===== config.mk =====
export PLATFORM = sky130hd
export DESIGN_NAME = serial_pattern_tx
export DESIGN_NICKNAME = d
export VERILOG_FILES = /design/src/rtl/serial_tx_pkg.sv /design/src/rtl/serial_pattern_tx.sv
export SDC_FILE = /design/constraint.sdc
export NUM_CORES = 1
export LEC_CHECK = 0
export ABC_AREA = 0
export CORE_MARGIN = 2
export CORE_UTILIZATION = 38
export DETAILED_ROUTE_END_ITERATION = 16
export PLACE_DENSITY = 0.65
export SYNTH_ARGS = -nofsm -noshare
export SYNTH_HDL_FRONTEND = slang
export SYNTH_SLANG_ARGS = --single-unit

===== constraint.sdc =====
create_clock -name clk -period 2.3 [get_ports clk]
set_input_delay 0.69 -clock clk [delete_from_list [all_inputs] [get_ports clk]]
set_output_delay 0.69 -clock clk [all_outputs]
set_load 0.02 [all_outputs]

===== src/rtl/serial_tx_pkg.sv =====
// Shared types and helpers for the serial pattern transmitter.
package serial_tx_pkg;

  typedef enum logic [1:0] {
    IDLE  = 2'd0,
    SHIFT = 2'd1,
    GAP   = 2'd2
  } state_t;

  // Width of a counter that must hold values 0..n, never narrower than one bit.
  function automatic int cnt_w(input int n);
    return (n < 1) ? 1 : $clog2(n + 1);
  endfunction

endpackage


===== src/rtl/serial_pattern_tx.sv =====
// MSB-first serial transmitter with optional repeated frames separated by idle gaps.
// Define SERIAL_PATTERN_TX_PARITY_EN to append an even-parity bit to every frame.
//
// state | meaning
// IDLE  | waiting for a word, data_ready high
// SHIFT | one frame bit on out per cycle
// GAP   | idle cycles between repeated frames
module serial_pattern_tx
  import serial_tx_pkg::*;
#(
  parameter int WIDTH      = 8,
  parameter int RPT_W      = 4,
  parameter int GAP_CYCLES = 2
) (
  input  logic             clk,
  input  logic             reset,
  input  logic [WIDTH-1:0] data_in,
  input  logic             data_valid,
  output logic             data_ready,
  input  logic [RPT_W-1:0] repeat_in,
  output logic             out,
  output logic             out_valid,
  output logic             busy,
  output logic             done
);

`ifdef SERIAL_PATTERN_TX_PARITY_EN
  localparam int FLEN = WIDTH + 1;
`else
  localparam int FLEN = WIDTH;
`endif
  localparam int BIT_W = cnt_w(FLEN);
  localparam int GAP_W = cnt_w(GAP_CYCLES);
  localparam logic [BIT_W-1:0] BIT_LOAD = BIT_W'(FLEN - 1);
  localparam logic [GAP_W-1:0] GAP_LOAD = (GAP_CYCLES > 0) ? GAP_W'(GAP_CYCLES - 1) : '0;

  state_t            state, state_d;
  logic [FLEN-1:0]   sreg, sreg_d;
  logic [FLEN-1:0]   copy, copy_d;
  logic [BIT_W-1:0]  bit_cnt, bit_d;
  logic [RPT_W-1:0]  rpt_cnt, rpt_d;
  logic [GAP_W-1:0]  gap_cnt, gap_d;
  logic              done_d;
  logic [FLEN-1:0]   load_word;

  // Parity rides in the shift register as the last bit, so framing logic is shared.
`ifdef SERIAL_PATTERN_TX_PARITY_EN
  assign load_word = {data_in, ^data_in};
`else
  assign load_word = data_in;
`endif

  assign data_ready = (state == IDLE);
  assign busy       = ~data_ready;

  always_comb begin
    state_d = state;
    sreg_d  = sreg;
    copy_d  = copy;
    bit_d   = bit_cnt;
    rpt_d   = rpt_cnt;
    gap_d   = gap_cnt;
    done_d  = 1'b0;
    case (state)
      IDLE: begin
        if (data_valid) begin
          sreg_d  = load_word;
          copy_d  = load_word;
          rpt_d   = repeat_in;
          bit_d   = BIT_LOAD;
          state_d = SHIFT;
        end
      end
      SHIFT: begin
        if (bit_cnt == '0) begin
          if (rpt_cnt != '0) begin
            rpt_d  = rpt_cnt - RPT_W'(1);
            sreg_d = copy;
            bit_d  = BIT_LOAD;
            if (GAP_CYCLES > 0) begin
              state_d = GAP;
              gap_d   = GAP_LOAD;
            end
          end else begin
            state_d = IDLE;
            done_d  = 1'b1;
          end
        end else begin
          sreg_d = {sreg[FLEN-2:0], 1'b0};
          bit_d  = bit_cnt - BIT_W'(1);
        end
      end
      GAP: begin
        if (gap_cnt == '0) state_d = SHIFT;
        else               gap_d   = gap_cnt - GAP_W'(1);
      end
      default: state_d = IDLE;
    endcase
  end

  // Outputs are registered from next-state values so the first bit follows acceptance by one cycle.
  always_ff @(posedge clk or posedge reset) begin
    if (reset) begin
      state     <= IDLE;
      sreg      <= '0;
      copy      <= '0;
      bit_cnt   <= '0;
      rpt_cnt   <= '0;
      gap_cnt   <= '0;
      done      <= 1'b0;
      out       <= 1'b0;
      out_valid <= 1'b0;
    end else begin
      state     <= state_d;
      sreg      <= sreg_d;
      copy      <= copy_d;
      bit_cnt   <= bit_d;
      rpt_cnt   <= rpt_d;
      gap_cnt   <= gap_d;
      done      <= done_d;
      out_valid <= (state_d == SHIFT);
      out       <= (state_d == SHIFT) & sreg_d[FLEN-1];
    end
  end

endmodule

==> results of run 1 <==
## tightest hold or removal path: cells and delay by family, from the launching register on
kind / cells / cell delay [ps]
flops: 1 / 340
simple gates: 2 / 100
## cells by family (layout without fill, tap and decap cells)
kind of cell	count (synthesis)	count (layout)
buf+inv	15	47
simple gates	69	69
xor+xnor	1	1
compound gates	27	27
mux	2	2
flops	31	31
fa+ha+maj	3	3
## per-layer routing
| metal | global-route usage | vias to the layer above | part of all wire |
|---|---|---|---|
| met5 | 0 | - | 0 |
| met4 | 0.06250 | 0 | 0.0090 |
| met3 | 0.04623 | 2 | 0.031 |
| met2 | 0.2424 | 20 | 0.48 |
| met1 | 0.2182 | 557 | 0.48 |
| li1 | - | 580 | - |
## cells in the final DEF (no fill, tap or decap), types with 2 or more instances in the layout
cell type	netlist	final
nand2_1	43	43
dfrtp_1	31	31
clkdlybuf4s50_1	0	18
inv_1	10	10
buf_4	0	10
nor2_1	9	9
a222oi_1	6	6
o21ai_0	6	6
clkbuf_8	0	6
a311o_1	3	3
a311oi_1	3	3
a31oi_1	3	3
nor3_1	3	3
ha_1	3	3
nor3b_2	1	2
nand3_1	2	2
## Yosys cell counts, types with 2 or more instances
cell type / n / area, um^2
nand2_1: 43 / 161.4
dfrtp_1: 31 / 775.7
inv_1: 10 / 37.54
nor2_1: 9 / 33.78
a222oi_1: 6 / 60.06
o21ai_0: 6 / 30.03
buf_2: 5 / 25.02
a311o_1: 3 / 30.03
a311oi_1: 3 / 26.28
a31oi_1: 3 / 18.77
ha_1: 3 / 37.54
nor3_1: 3 / 15.01
nand3_1: 2 / 10.01
nor3b_1: 2 / 15.01
## timing repair
action | in CTS | in global routing
resized for setup | 1 | 0
setup endpoints to repair | 1 | 0
buffers inserted | 0 | 0
## metrics by stage
step	hold WS (ps)	worst slack, ps	utilization	cell area, um^2
6_report	477.9	129.3	0.5103	1868
5_1_grt	512.7	90.64	0.5103	1868
4_1_cts	483.3	111.1	0.5103	1868
3_5_place_dp	466.5	100.6	0.4785	1752
3_3_place_gp	461.9	119.5	0.4785	1752
2_1_floorplan	444.6	422.2	-	1446
## final cells by class
| class | count | area [um^2] | area share |
|---|---|---|---|
| Clock buffer | 6 | 82.58 | 0.04421 |
| Clock inverter | 2 | 35.03 | 0.01875 |
| Inverter | 10 | 37.54 | 0.02009 |
| Multi-Input combinational cell | 102 | 613.1 | 0.3282 |
| Sequential cell | 31 | 775.7 | 0.4153 |
| Tap cell | 48 | 60.06 | 0.03215 |
| Timing Repair Buffer | 29 | 264.0 | 0.1413 |
## final timing paths
| kind | from | end | slack, ps | depth (start not counted) |
|---|---|---|---|---|
| worst min register to register | copy[6] | copy[6] | 480 | 2 |
| max in group asynchronous | reset | state[0] | 1220 | 3 |
| worst max-delay path | state[0] | busy | 130 | 2 |
| worst max register to register | bit_cnt[0] | rpt_cnt[0] | 300 | 6 |
| min in group asynchronous | reset | copy[2] | 790 | 3 |
| worst min-delay path | copy[6] | copy[6] | 480 | 2 |
## power by group
| group | internal (mW) | total, mW | switching [mW] |
|---|---|---|---|
| clock | 0.350 | 0.548 | 0.198 |
| sequential | 0.778 | 0.925 | 0.147 |
| combinational | 0.441 | 0.965 | 0.524 |
## sequential cells by signal, summed over array words and instances (netlist names)
name       count
bit_cnt        4
copy           8
done           1
gap_cnt        2
out            1
out_valid      1
rpt_cnt        4
sreg           8
state          2
==> tab_implementation.tex, run 1 <==
\begin{tabular}{lr}
\hline
Metric & Value \\
\hline
\multicolumn{2}{l}{\textbf{GRT}} \\
Number of antenna violations at the first check in global routing & 0 \\
Maximum number of pins on one net before global-route repair & 32 \\
Via count of the first global-routing pass & between 1000 and 1500 \\
Total gr overflow & 0 \\
First-pass GRT wire length & 5.168 mm \\
Overall fraction of global-route tracks in use & 0.1609 \\
\multicolumn{2}{l}{\textbf{Clocking}} \\
Clk root buf & clkbuf\_8 \\
H-Tree Depth & 2 \\
TritonCTS clock tree & yes \\
TritonCTS buffer count & 5 \\
CTS Hold Buffers Added & 0 \\
Clock insertion delay at the later pin of the skew report & approximately 270 ps \\
Clock sink count & 31 \\
Clock transition at the registers of the reported paths & 60 ps \\
Number of buffers between clock root and the deepest sink & 2 \\
\multicolumn{2}{l}{\textbf{Critical path}} \\
Kind of start point of the critical path & flop \\
Setup Crit Path Kind & flop to primary output \\
Sequence of cells on the critical path & or2\_2 -> clkdlybuf4s50\_1 \\
Sum of buffers and inverters on the critical path & 1 \\
Critical Path Max Stage Delay & roughly 540 ps \\
CP max stage cell & clkdlybuf4s50\_1 \\
Worst path top cell family by delay & buffers and inverters \\
CP Data Arrival Time & 1480 ps \\
Critical path data required time & 1610 ps \\
Type of element capturing the critical path & primary output \\
Worst-path fanout max & 2 \\
\multicolumn{2}{l}{\textbf{STA}} \\
Fmax achieved & 0.4607 GHz \\
Final setup violation count & 0 \\
Setup tns final & 0 ps \\
Headroom to the max-slew limit & 0.5568 \\
Final Hold Vio Count & 0 \\
Final setup skew & around 4.7 ps \\
Portion of the clock cycle consumed by the worst path in the final layout & 0.9438 \\
Post-route minimum period & 2171 ps \\
Final slew viol count & 0 \\
Setup repair after global routing missed its margin & no \\
Slew at the pin with the worst max-slew slack & 662.3 ps \\
\multicolumn{2}{l}{\textbf{Final layout}} \\
Net count reported at finish & roughly 200 \\
Share of cells above drive strength 1 & 0.1556 \\
\# fillers & 353 \\
Layout overhead on the synthesized area & 29.15\% \\
Final Non-Filler Cells & 228 \\
ANT cells & 0 \\
\multicolumn{2}{l}{\textbf{Detailed routing}} \\
Starting DRC count in detailed routing & 83 \\
Pre-antenna DRT Iters & 4 \\
Post-route DRC violation count & 0 \\
Post-detailed-routing wire length & between 2 and 3 mm \\
Final ANT Viol Nets & 0 \\
Post-detailed-route wirelength per cell & approximately 13 um \\
Total number of vias & between 1000 and 1500 \\
Vias/cell & 5.083 \\
\multicolumn{2}{l}{\textbf{Yosys}} \\
Simple-Gate Fraction of Synth Area & 0.2215 \\
Cells after synthesis & 148 \\
Prevailing post-synth register cell & dfrtp\_1 \\
Flops \& latches, synth & 31 \\
Synthesized-area fraction occupied by ao, oa, aoi and oai cells & 0.1522 \\
Mux contribution to synthesized area & 0.01471 \\
Fraction of the yosys area taken by sequential cells & 0.5363 \\
Largest family of logic cells by synthesized area & simple AND/OR/NAND/NOR gates \\
Cell Area, Synth & 0.001446 mm\^{}2 \\
Xor and xnor fraction of the mapped netlist area & 0.006055 \\
Adder-cell area share of the yosys netlist & 0.02595 \\
Synth unique cells & 33 \\
Yosys warns & 0 \\
Mean post-synth cell area & slightly below 10 um\^{}2 \\
Post-synth net total & around 170 \\
Post-synth EDFFs & 0 \\
Async S/R FF share, synth & 1.000 \\
\multicolumn{2}{l}{\textbf{Floorplan}} \\
Die Wd & $\sim$66 um \\
Die Y & 65.70 um \\
Floorplan row count & 22 \\
Number of primary I/O pins & 20 \\
DIE AREA & 0.004316 mm\^{}2 \\
Starting Density & 0.3951 \\
Core area & roughly 0.0037 mm\^{}2 \\
\multicolumn{2}{l}{\textbf{Placement}} \\
\# port buffers & 19 \\
Half-perimeter wire length after detailed placement & 2.130 mm \\
Weighted congestion reported at the end of routability-driven placement & between 0.7 and 0.8 \\
Placed Cells & 220 \\
\multicolumn{2}{l}{\textbf{Power and ir drop}} \\
Power density of the placed cells & 1305 mW/mm\^{}2 \\
Leakage component of the power & just under 0.9 nW \\
PnR Total Power & 2.438 mW \\
Largest voltage drop on the vdd net & $\sim$0.00053 V \\
\multicolumn{2}{l}{\textbf{Outcome}} \\
Status & finished, final reports clean \\
\multicolumn{2}{l}{\textbf{Worst hold path}} \\
Type of the tightest min-delay check & flop to flop \\
\multicolumn{2}{l}{\textbf{Flow run}} \\
Max-cap viol count & 0 \\
\hline
\end{tabular}
No activity file was read; power rests on OpenSTA's default activity.
==> inputs of run 2 (changes only) <==
--- a/config.mk
+++ b/config.mk
@@ -6,6 +6,7 @@
 export NUM_CORES = 1
 export LEC_CHECK = 0
 export ABC_AREA = 0
+export CAP_MARGIN = 5
 export CORE_MARGIN = 2
 export CORE_UTILIZATION = 38
 export DETAILED_ROUTE_END_ITERATION = 16
==> results of run 2 <==
Final layout, timing and power as in run 1 (identical DEF).
